$ cat config.mk
export PLATFORM = sky130hd
export DESIGN_NAME = mips_mc_ctrl
export DESIGN_NICKNAME = d
export VERILOG_FILES = /design/src/rtl/mips_mc_pkg.sv /design/src/rtl/mips_mc_decode.sv /design/src/rtl/mips_mc_ctrl.sv
export SDC_FILE = /design/constraint.sdc
export NUM_CORES = 1
export LEC_CHECK = 0
export BUFFER_PORTS_ARGS = -buffer_cell sky130_fd_sc_hd__buf_2
export CAP_MARGIN = 20
export CORE_ASPECT_RATIO = 1.2
export CORE_MARGIN = 3
export CORE_UTILIZATION = 38
export DETAILED_ROUTE_END_ITERATION = 12
export PLACE_DENSITY = 0.74
export SLEW_MARGIN = 20
export SYNTH_ARGS = -nofsm -noshare
export SYNTH_HDL_FRONTEND = slang
export SYNTH_SLANG_ARGS = --single-unit
$ cat constraint.sdc
create_clock -name clk -period 1.69 [get_ports clk]
set_clock_uncertainty 0.1 [all_clocks]
set_input_delay 0.338 -clock clk [delete_from_list [all_inputs] [get_ports clk]]
set_output_delay 0.338 -clock clk [all_outputs]
set_load 0.05 [all_outputs]
$ cat src/rtl/mips_mc_pkg.sv
// Shared constants and types for the multi-cycle MIPS controller:
// opcode/funct encodings, FSM states, ALU op codes and mux select codes.
package mips_mc_pkg;

  localparam logic [5:0] OP_RTYPE = 6'h00;
  localparam logic [5:0] OP_J     = 6'h02;
  localparam logic [5:0] OP_BEQ   = 6'h04;
  localparam logic [5:0] OP_ORI   = 6'h0D;
  localparam logic [5:0] OP_LUI   = 6'h0F;
  localparam logic [5:0] OP_LW    = 6'h23;
  localparam logic [5:0] OP_SW    = 6'h2B;

  localparam logic [5:0] FN_ADDU  = 6'h21;
  localparam logic [5:0] FN_SUBU  = 6'h23;
  localparam logic [5:0] FN_SLT   = 6'h2A;

  localparam logic [2:0] ALU_ADD  = 3'd0;
  localparam logic [2:0] ALU_SUB  = 3'd1;
  localparam logic [2:0] ALU_OR   = 3'd2;
  localparam logic [2:0] ALU_SLT  = 3'd3;
  localparam logic [2:0] ALU_LUI  = 3'd4;

  localparam logic [1:0] NPC_ALU    = 2'b00;
  localparam logic [1:0] NPC_ALUOUT = 2'b01;
  localparam logic [1:0] NPC_JUMP   = 2'b10;

  localparam logic [1:0] SRCB_RT    = 2'b00;
  localparam logic [1:0] SRCB_FOUR  = 2'b01;
  localparam logic [1:0] SRCB_IMM   = 2'b10;
  localparam logic [1:0] SRCB_BOFF  = 2'b11;

  typedef enum logic [3:0] {
    S_FETCH, S_DECODE, S_MEM_ADDR, S_MEM_RD, S_MEM_WB, S_MEM_WR,
    S_EXE_R, S_EXE_I, S_ALU_WB, S_BRANCH, S_JUMP, S_TRAP
  } state_t;

  typedef enum logic [2:0] {
    CLS_MEM, CLS_R, CLS_I, CLS_BEQ, CLS_J, CLS_ILL
  } cls_t;

  typedef struct packed {
    cls_t       cls;
    logic       is_load;
    logic [2:0] alu_op;
    logic       legal;
  } dec_t;

endpackage

$ cat src/rtl/mips_mc_decode.sv
// Combinational instruction classifier: maps IR opcode/funct to an
// instruction class, the execute-stage ALU op and a legal flag.
module mips_mc_decode
  import mips_mc_pkg::*;
(
  input  logic [5:0] opcode,
  input  logic [5:0] funct,
  output dec_t       dec
);

  always_comb begin
    dec.cls     = CLS_ILL;
    dec.is_load = 1'b0;
    dec.alu_op  = ALU_ADD;
    case (opcode)
      OP_RTYPE: begin
        dec.cls = CLS_R;
        case (funct)
          FN_ADDU: dec.alu_op = ALU_ADD;
          FN_SUBU: dec.alu_op = ALU_SUB;
          FN_SLT:  dec.alu_op = ALU_SLT;
          default: dec.cls    = CLS_ILL;
        endcase
      end
      OP_ORI: begin dec.cls = CLS_I; dec.alu_op = ALU_OR;  end
      OP_LUI: begin dec.cls = CLS_I; dec.alu_op = ALU_LUI; end
      OP_LW:  begin dec.cls = CLS_MEM; dec.is_load = 1'b1; end
      OP_SW:  dec.cls = CLS_MEM;
      OP_BEQ: dec.cls = CLS_BEQ;
      OP_J:   dec.cls = CLS_J;
      default: dec.cls = CLS_ILL;
    endcase
    dec.legal = (dec.cls != CLS_ILL);
  end

endmodule

$ cat src/rtl/mips_mc_ctrl.sv
// Moore control FSM for the multi-cycle MIPS datapath with memory wait
// handshake and illegal-opcode trap. MIPS_MC_PERF_CNT_EN adds cycle/retire counters.
module mips_mc_ctrl
  import mips_mc_pkg::*;
#(
  parameter int ALU_CTL_W = 3,
  parameter int CNT_W     = 32
) (
  input  logic                 clk,
  input  logic                 rst,
  input  logic [5:0]           opcode,
  input  logic [5:0]           funct,
  input  logic                 zero,
  input  logic                 mem_ready,
  output logic                 pc_write,
  output logic [1:0]           npc_sel,
  output logic                 ir_write,
  output logic                 iord,
  output logic                 mem_read,
  output logic                 mem_write,
  output logic                 reg_write,
  output logic                 reg_dst,
  output logic                 mem_to_reg,
  output logic                 alu_src_a,
  output logic [1:0]           alu_src_b,
  output logic                 ext_op,
  output logic [ALU_CTL_W-1:0] alu_ctl,
  output logic                 instr_retired,
  output logic                 illegal,
`ifdef MIPS_MC_PERF_CNT_EN
  output logic [CNT_W-1:0]     cycle_cnt,
  output logic [CNT_W-1:0]     instr_cnt,
`endif
  output logic [3:0]           state_dbg
);

  state_t     state, next_state;
  dec_t       dec;
  logic [2:0] alu_op;

  mips_mc_decode u_decode (
    .opcode (opcode),
    .funct  (funct),
    .dec    (dec)
  );

  always_ff @(posedge clk or posedge rst) begin
    if (rst) state <= S_FETCH;
    else     state <= next_state;
  end

  always_comb begin
    next_state    = state;
    pc_write      = 1'b0;
    npc_sel       = NPC_ALU;
    ir_write      = 1'b0;
    iord          = 1'b0;
    mem_read      = 1'b0;
    mem_write     = 1'b0;
    reg_write     = 1'b0;
    reg_dst       = 1'b0;
    mem_to_reg    = 1'b0;
    alu_src_a     = 1'b0;
    alu_src_b     = SRCB_FOUR;
    ext_op        = 1'b0;
    alu_op        = ALU_ADD;
    instr_retired = 1'b0;
    illegal       = 1'b0;
    case (state)
      S_FETCH: begin
        mem_read = 1'b1;
        if (mem_ready) begin
          ir_write   = 1'b1;
          pc_write   = 1'b1;
          next_state = S_DECODE;
        end
      end
      S_DECODE: begin
        alu_src_b = SRCB_BOFF;
        ext_op    = 1'b1;
        case (dec.cls)
          CLS_MEM: next_state = S_MEM_ADDR;
          CLS_R:   next_state = S_EXE_R;
          CLS_I:   next_state = S_EXE_I;
          CLS_BEQ: next_state = S_BRANCH;
          CLS_J:   next_state = S_JUMP;
          default: next_state = S_TRAP;
        endcase
      end
      S_MEM_ADDR: begin
        alu_src_a  = 1'b1;
        alu_src_b  = SRCB_IMM;
        ext_op     = 1'b1;
        next_state = dec.is_load ? S_MEM_RD : S_MEM_WR;
      end
      S_MEM_RD: begin
        mem_read = 1'b1;
        iord     = 1'b1;
        if (mem_ready) next_state = S_MEM_WB;
      end
      S_MEM_WB: begin
        reg_write     = 1'b1;
        mem_to_reg    = 1'b1;
        instr_retired = 1'b1;
        next_state    = S_FETCH;
      end
      S_MEM_WR: begin
        mem_write = 1'b1;
        iord      = 1'b1;
        if (mem_ready) begin
          instr_retired = 1'b1;
          next_state    = S_FETCH;
        end
      end
      S_EXE_R: begin
        alu_src_a  = 1'b1;
        alu_src_b  = SRCB_RT;
        alu_op     = dec.alu_op;
        next_state = S_ALU_WB;
      end
      S_EXE_I: begin
        alu_src_a  = 1'b1;
        alu_src_b  = SRCB_IMM;
        alu_op     = dec.alu_op;
        next_state = S_ALU_WB;
      end
      S_ALU_WB: begin
        reg_write     = 1'b1;
        reg_dst       = (dec.cls == CLS_R);
        instr_retired = 1'b1;
        next_state    = S_FETCH;
      end
      S_BRANCH: begin
        alu_src_a     = 1'b1;
        alu_src_b     = SRCB_RT;
        alu_op        = ALU_SUB;
        npc_sel       = NPC_ALUOUT;
        pc_write      = zero;
        instr_retired = 1'b1;
        next_state    = S_FETCH;
      end
      S_JUMP: begin
        pc_write      = 1'b1;
        npc_sel       = NPC_JUMP;
        instr_retired = 1'b1;
        next_state    = S_FETCH;
      end
      S_TRAP:  illegal    = 1'b1;
      default: next_state = S_FETCH;
    endcase
    // Reset forces state to FETCH asynchronously; also silence every
    // request so an in-flight memory write is dropped immediately.
    if (rst) begin
      pc_write      = 1'b0;
      ir_write      = 1'b0;
      mem_read      = 1'b0;
      mem_write     = 1'b0;
      reg_write     = 1'b0;
      instr_retired = 1'b0;
      illegal       = 1'b0;
    end
  end

  assign alu_ctl   = ALU_CTL_W'(alu_op);
  assign state_dbg = state;

`ifdef MIPS_MC_PERF_CNT_EN
  always_ff @(posedge clk or posedge rst) begin
    if (rst) begin
      cycle_cnt <= '0;
      instr_cnt <= '0;
    end else if (state != S_TRAP) begin
      cycle_cnt <= cycle_cnt + 1'b1;
      if (instr_retired) instr_cnt <= instr_cnt + 1'b1;
    end
  end
`else
  logic unused_cnt_w;
  assign unused_cnt_w = ^CNT_W;
`endif

endmodule

==> results of run 1 <==
cells by family after synthesis:
family          Yosys count
xor+xnor                  2
compound gates           24
flops                     4
simple gates             61
buf+inv                  13
per-stage QoR:
step / setup slack [ns] / cell area, sq um
3_5_place_dp: -0.525 / 1350
3_3_place_gp: -0.466 / 1350
2_1_floorplan: -0.398 / 926
==> results by group, run 1 <==
Outcome
  • Status: did not finish
  • Exit stage: clock tree synthesis
  • Error msg: [ERROR DPL-0038] Utilization greater than 100%, impossible to legalize

Yosys
  • Seq/Total Area, Yosys: 15.1%
  • Ys flop type: dfrtp_1
  • Post-Synth Simple-Gate Area: 51.0%
  • EDFF count, synth: 0
  • Cells after Synth: approximately 100
  • Mapped cell area: ~660 sq um
  • Adder-Cell Fraction of Synth Area: 0%
  • Synth Area in Compound Gates: 23.7%
  • Synth cell types: 34
  • Mapped Nets: 120
  • Synth top area share: 15.1%
  • Largest family of logic cells by synthesized area: simple AND/OR/NAND/NOR gates
  • Synth Register Bits: 4
  • Asr flop ratio synth: between 90% and 100%
  • Synth top area cells: dfrtp_1, nor2_1, nor3_1
  • Synth Area per Inst: roughly 6.4 sq um
  • Xor/xnor share of the synthesized area: 2.64%
  • Most common cell in the netlist: nor2_1
  • Yosys top cell by area: dfrtp_1
  • Synth cell count leaders: nor2_1, nand2_1, nor3_1
  • Multiplexer area fraction after synthesis: 0%
  • YS warnings: 0

CTS
  • Clk sinks: 4
  • Root Buffer: clkbuf_4
  • Post-CTS sizing: 89
  • CTS H-Tree Depth: 1
  • CTS Buffer Depth: 2
  • Hold buffers post-CTS: 0
  • Cts bufs inserted: 3
  • Buffer count from post-CTS setup fixing: 15

Floorplanning
  • Initial Utilization: 43.2%
  • Die W: 44.2 um
  • Num rows: 15
  • Die Y: 51.8 um
  • I/O pin cnt: 39

Placed design
  • GP Congestion: 0.766
  • Placed Cells: 191
  • I/O Buffers: 38
  • DPL Wire Length: 2180 um
==> run 2, diff against run 1 <==
--- a/config.mk
+++ b/config.mk
@@ -7,11 +7,10 @@
 export LEC_CHECK = 0
 export BUFFER_PORTS_ARGS = -buffer_cell sky130_fd_sc_hd__buf_2
 export CAP_MARGIN = 20
-export CORE_ASPECT_RATIO = 1.2
-export CORE_MARGIN = 3
-export CORE_UTILIZATION = 38
+export CORE_AREA = 3 3 64 66
 export DETAILED_ROUTE_END_ITERATION = 12
-export PLACE_DENSITY = 0.74
+export DIE_AREA = 0 0 67 69
+export PLACE_DENSITY_LB_ADDON = 0.15
 export SLEW_MARGIN = 20
 export SYNTH_ARGS = -nofsm -noshare
 export SYNTH_HDL_FRONTEND = slang
==> constraint.sdc (replaced) <==
create_clock -name clk -period 2.2 [get_ports clk]
set_clock_uncertainty 0.1 [all_clocks]
set_input_delay 0.44 -clock clk [delete_from_list [all_inputs] [get_ports clk]]
set_output_delay 0.44 -clock clk [all_outputs]
set_load 0.05 [all_outputs]
==> results by group, run 2 <==
Yosys
  • Ys flop type: dfrtp_1
  • Mapped Nets: 120 (unchanged)
  • Synth Register Bits: 4 (unchanged)
  • EDFF count, synth: 0 (unchanged)
  • Synth Area per Inst: 6.39 sq um (unchanged)
  • Synth top area cells: dfrtp_1, nor2_1, nor3_1
  • Asr flop ratio synth: 100% (unchanged)
  • Synth cell count leaders: nor2_1, nand2_1, nor3_1
  • YS warnings: 0 (unchanged)
  • Cells after Synth: 104 (unchanged)
  • Synth cell types: 34 (unchanged)
  • Mapped cell area: 664 sq um (unchanged)
  • Most common cell in the netlist: nor2_1
  • Yosys top cell by area: dfrtp_1
  • Synth top area share: 15.1% (unchanged)
  • Seq/Total Area, Yosys: 15.1% (unchanged)

CTS
  • CTS H-Tree Depth: 1 (unchanged)
  • CTS clk-pin slew, worst paths: around 0.03 ns
  • Root Buffer: clkbuf_8
  • CTS tree: built
  • Cts bufs inserted: 3 (unchanged)
  • Worst-Skew Late Latency: 0.21 ns
  • Clk sinks: 4 (unchanged)
  • Hold buffers post-CTS: 0 (unchanged)
  • CTS Buffer Depth: 2 (unchanged)

Cells and area
  • Share of layout cells above drive strength 1: 60.9%
  • Final nets: 179
  • Ant diodes: 0
  • Area grow syn2layout: 99.8%
  • Commonest non-fill, non-tap cell in the layout: buf_2
  • Max reg flops: 4
  • Most frequent cells in the layout: buf_2, buf_4, nor2_1

Global route
  • Pin count of the biggest net entering global routing: 20
  • GRT overflow: 0
  • All-layer global routing usage: 11.5%
  • Global-route wire length before repair: 4390 um
  • Vias in the first global route: 913
  • Initial antenna violation count: 0

Drt
  • Iter 0 DRT Violations: 46
  • DRT antenna net count: 0
  • Via count: 933
  • DRC violations left: 0
  • WL/cell: between 10 and 15 um
  • Final WL: around 2600 um
  • Routed vias/inst: 4.46
  • DR pass1 iterations: 4

Critical path
  • Worst r2r src: state_dbg[3]
  • Worst EP required: 1.66 ns
  • Critical path class: in -> out
  • Reg2reg end: state_dbg[0]
  • Crit. End Element: primary output
  • Worst EP arrival: 1.71 ns
  • Max FO, Critical Path: 2
  • R2R setup slack: around 0.55 ns
  • Setup crit start kind: input pin
  • Worst r2r path cells: 6

Placed design
  • I/O Buffers: 38 (unchanged)
  • GP Congestion: 0.730 (-4.8%)
  • DPL Wire Length: 2010 um (-8.1%)

Timing
  • Hold slack: about 0.15 ns
  • RSZ-0062 raised after global routing: true
  • Rel. slew slack: 76.4%
  • Crit share post-route: 102%
  • Max Clock Freq: 0.444 GHz
  • Endpoints failing setup: 1
  • Final worst path period need: around 2.3 ns
  • Final Hold Vio Count: 0
  • Worst setup margin: -0.0526 ns
  • Slew Viols, Final: 0
  • Worst slew pin tran: 0.354 ns

Floorplanning
  • Num rows: 22 (+7)
  • I/O pin cnt: 39 (unchanged)
  • Initial Utilization: 18.3% (-25 points)
  • Die W: 67 um (+52%)
  • CORE AREA: 3630 sq um
  • Die Y: 69 um (+33%)
  • Die area: 4620 sq um

Power
  • Leak: 0.591 nW
  • Power Dens Cells: 1430 nW/um^2
  • VDD IR-drop max: 0.332 mV
  • Power after layout: 1.89 mW

Outcome
  • Status: complete, but fails checks
  • Failing checks: negative setup slack

Run
  • Maxcap violations: 0

Min path
  • Type of the tightest min-delay check: in -> async
run 2: cell counts after synthesis:
No cell type changed its count.
run 2: critical path, stage by stage:
cell	delay (ns)
buf_6	0.09
or4_4	0.54
a221oi_4	0.27
nand2_2	0.12
nor2_4	0.09
buf_6	0.16
run 2: layout make-up:
type                            count  area, sq um
Inverter                            6         26.3
Clock buffer                        3         41.3
Timing Repair Buffer               61          400
Sequential cell                     4          105
Multi-Input combinational cell     87          694
Tap cell                           48         60.1
Fill cell                         406         2310
run 2: power by group:
group / internal [mW] / switching (mW) / leakage (nW)
sequential: 0.115 / 0.105 / 0.0459
combinational: 0.505 / 1.02 / 0.524
clock: 0.116 / 0.0339 / 0.0216
total: 0.737 / 1.16 / 0.591
run 2: cells by family (layout without fill, tap and decap cells):
| kind of cell | Yosys count | count (layout) | synth area share (%) |
|---|---|---|---|
| AND/OR/NAND/NOR | 61 | 61 | 51.0 |
| XOR/XNOR | 2 | 2 | 2.64 |
| buffers and inverters | 13 | 70 | 7.53 |
| flip-flops | 4 | 4 | 15.1 |
| AO/OA/AOI/OAI | 24 | 24 | 23.7 |
run 2: per-stage QoR:
stage | utilization, % | std cells | setup TNS (ns) | area (sq um) | setup WS [ns]
2_1_floorplan | - | 104 | -0.826 | 800 | -0.317
3_3_place_gp | 31.4 | 199 | -0.222 | 1140 | -0.190
3_5_place_dp | 31.4 | 199 | -0.282 | 1140 | -0.230
4_1_cts | 34.4 | 203 | -0.0681 | 1250 | -0.0681
5_1_grt | 36.5 | 209 | -0.105 | 1330 | -0.105
6_report | 36.5 | 209 | -0.0526 | 1330 | -0.0526
run 2: worst max-delay path by stage:
stage                 start  endpoint  slack [ns]  cells past startpoint
6_report          opcode[1]   reg_dst       -0.05                      6
5_1_grt           opcode[1]   reg_dst       -0.11                      6
4_1_cts           opcode[1]   reg_dst       -0.07                      6
3_5_place_dp      opcode[1]   reg_dst       -0.23                      6
3_3_place_gp      opcode[1]   reg_dst       -0.19                      6
2_1_floorplan  state_dbg[1]  ir_write       -0.32                      5
run 2: routing by layer:
layer / part of all wire, % / up-vias / GRT usage (%)
met2: 47 / 33 / 18.7
li1: - / 484 / -
met1: 45 / 414 / 16.3
met3: 6.5 / 2 / 1.30
met5: 0 / - / 0
met4: 0.81 / 0 / 2.03
run 2: timing repair:
item	4_1_cts	5_1_grt
endpoints found under the setup margin	4	12
pin swaps	0	5
gates resized for setup	12	13
setup buffers	1	6
Power figures use the tool's default switching activity.
==> run 3, diff against run 2 <==
--- a/config.mk
+++ b/config.mk
@@ -8,10 +8,10 @@
 export BUFFER_PORTS_ARGS = -buffer_cell sky130_fd_sc_hd__buf_2
 export CAP_MARGIN = 20
 export CORE_AREA = 3 3 64 66
+export CTS_CLUSTER_SIZE = 40
 export DETAILED_ROUTE_END_ITERATION = 12
 export DIE_AREA = 0 0 67 69
 export PLACE_DENSITY_LB_ADDON = 0.15
-export SLEW_MARGIN = 20
 export SYNTH_ARGS = -nofsm -noshare
 export SYNTH_HDL_FRONTEND = slang
 export SYNTH_SLANG_ARGS = --single-unit
==> constraint.sdc (replaced) <==
create_clock -name clk -period 2.2 [get_ports clk]
set_clock_uncertainty 0.1 [all_clocks]
set_input_delay 0.44 -clock clk [delete_from_list [all_inputs] [get_ports clk]]
set_output_delay 0.44 -clock clk [all_outputs]
set_load 0.02 [all_outputs]
==> results by group, run 3 (synthesis gave the netlist of run 2 again) <==
Outcome
  • Status: complete, but fails checks
  • Failing checks: negative setup slack

CTS
  • Root Buffer: clkbuf_8
  • CTS tree: built
  • CTS Buffer Depth: 2 (unchanged)
  • Worst-Skew Late Latency: 0.22 ns (about the same)
  • Hold buffers post-CTS: 0 (unchanged)
  • CTS H-Tree Depth: 1 (unchanged)
  • CTS clk-pin slew, worst paths: 0.03 ns (about the same)
  • Clk sinks: 4 (unchanged)
  • Cts bufs inserted: 3 (unchanged)

Timing
  • Slew Viols, Final: 0 (unchanged)
  • Max Clock Freq: 0.445 GHz (+0.29%)
  • Worst slew pin tran: 0.336 ns (-0.0177 ns)
  • RSZ-0062 raised after global routing: true
  • Crit share post-route: 102% (-0.30 points)
  • Final worst path period need: 2.25 ns (-0.00661 ns)
  • Endpoints failing setup: 1 (unchanged)
  • Setup TNS Final: -0.0460 ns (+0.00661 ns)
  • Rel. slew slack: 77.5% (+1.1 points)
  • Final Hold Vio Count: 0 (unchanged)
  • Worst setup margin: -0.0460 ns (+0.00661 ns)

Power
  • VDD IR-drop max: 0.267 mV (-20%)
  • Power after layout: 1.31 mW (-31%)
  • Power Dens Cells: 1150 nW/um^2 (-20%)
  • Leak: 0.545 nW (-7.8%)

Placed design
  • Placed Cells: 199 (unchanged)
  • DPL Wire Length: 1970 um (-1.6%)
  • I/O Buffers: 38 (unchanged)
  • GP Congestion: 0.734 (+0.56%)

Floorplanning
  • CORE AREA: 3630 sq um (unchanged)
  • Die area: 4620 sq um (unchanged)
  • I/O pin cnt: 39 (unchanged)
  • Initial Utilization: 18.3% (unchanged)
  • Die Y: 69 um (unchanged)
  • Num rows: 22 (unchanged)
  • Die W: 67 um (unchanged)

Drt
  • Final WL: 2470 um (-4.3%)
  • Via count: 930 (-0.32%)
  • DRT antenna net count: 0 (unchanged)
  • WL/cell: 12.1 um (-2.5%)
  • Routed vias/inst: 4.54 (+1.6%)
  • DRC violations left: 0 (unchanged)
  • DR pass1 iterations: 4 (unchanged)
  • Iter 0 DRT Violations: 20 (-57%)

Global route
  • Pin count of the biggest net entering global routing: 16 (-20%)
  • GRT overflow: 0 (unchanged)
  • Global-route wire length before repair: 3970 um (-9.4%)
  • Initial antenna violation count: 0 (unchanged)
  • All-layer global routing usage: 10.6% (-0.90 points)
  • Vias in the first global route: 901 (-1.3%)

Cells and area
  • Most frequent cells in the layout: buf_2, buf_4, nor2_1
  • Area grow syn2layout: 71.6%
  • Final nets: 175 (-2.2%)
  • Max reg flops: 4 (unchanged)
  • Final cell count without fillers: 205 (-1.9%)
  • Fillcell total: 434 (+6.9%)
  • Commonest non-fill, non-tap cell in the layout: buf_2
  • Ant diodes: 0 (unchanged)
  • Share of layout cells above drive strength 1: 46.5% (-14 points)

Run
  • Maxcap violations: 0 (unchanged)

Critical path
  • Setup crit start kind: input pin
  • Worst EP arrival: 1.71 ns (about the same)
  • Crit. End Element: primary output
  • Worst EP required: 1.66 ns (about the same)
  • Max FO, Critical Path: 2 (unchanged)
  • Critical path class: in -> out

Min path
  • Type of the tightest min-delay check: in -> async
[run 3: cell count changes in the layout (fill, tap and decap cells not counted), moves of 2 or more]
cell     change
nand2_1      +2
nor3_1       +7
nor2_4       -2
nor2_1       +3
dfrtp_1      +3
buf_4        -4
dfrtp_2      -3
buf_2        +3
nor3_4       -2
buf_6        -3
nor3_2       -5
[run 3: metrics by stage]
stage / util, % / hold WS (ns) / worst slack (ns) / area (sq um)
2_1_floorplan: - / 0.299 / 0.000910 / 671
3_3_place_gp: 27.9 / 0.314 / -0.0918 / 1010
3_5_place_dp: 27.9 / 0.319 / -0.116 / 1010
4_1_cts: 30.5 / 0.0925 / -0.0664 / 1110
5_1_grt: 31.4 / 0.101 / -0.118 / 1140
6_report: 31.4 / 0.0922 / -0.0460 / 1140
[run 3: per-layer routing]
| layer | wire length (um) | vias to the layer above | track usage [%] | part of all wire, % |
|---|---|---|---|---|
| li1 | - | 481 | - | - |
| met3 | 184 | 2 | 2.28 | 7.4 |
| met5 | 0 | - | 0 | 0 |
| met1 | 1090 | 414 | 13.6 | 44 |
| met2 | 1180 | 33 | 17.4 | 48 |
| met4 | 12 | 0 | 3.38 | 0.49 |
[run 3: area by class of cell]
class / instances / area (sq um) / area share [%]
flip-flops and latches: 4 / 101 / 8.89
repair buffers: 57 / 352 / 30.8
clock buffers: 3 / 41.3 / 3.62
multi-input cells: 87 / 563 / 49.4
well taps: 48 / 60.1 / 5.27
inverters: 6 / 22.5 / 1.98
[run 3: power breakdown]
group	internal [mW]	switching (mW)	total, mW
Combinational	0.386	0.592	0.978
Clock	0.116	0.0352	0.152
Sequential	0.111	0.0648	0.175
[run 3: path summary, 6_finish.rpt]
kind	startpoint	to	slack (ns)	depth (start not counted)
worst max-delay path	opcode[3]	reg_dst	-0.05	6
worst min-delay path	rst	state_dbg[2]	0.09	2
worst max register to register	state_dbg[3]	state_dbg[0]	0.71	5
worst min register to register	state_dbg[0]	state_dbg[2]	0.54	2
max in group asynchronous	rst	state_dbg[1]	1.74	2
min in group clk	state_dbg[0]	state_dbg[2]	0.54	2
[run 3: repair_timing]
item	CTS	global route
setup buffers	3	0
endpoints found under the setup margin	1	7
pin swaps	4	1
gates resized for setup	6	8
endpoints found under the hold margin	0	0
cloned	0	0
[run 3: critical path, stage by stage]
cell and delay, ns:
buf_6 0.09, or4_4 0.54, a221oi_4 0.30, nand2_2 0.11, nor2_4 0.10, buf_6 0.12
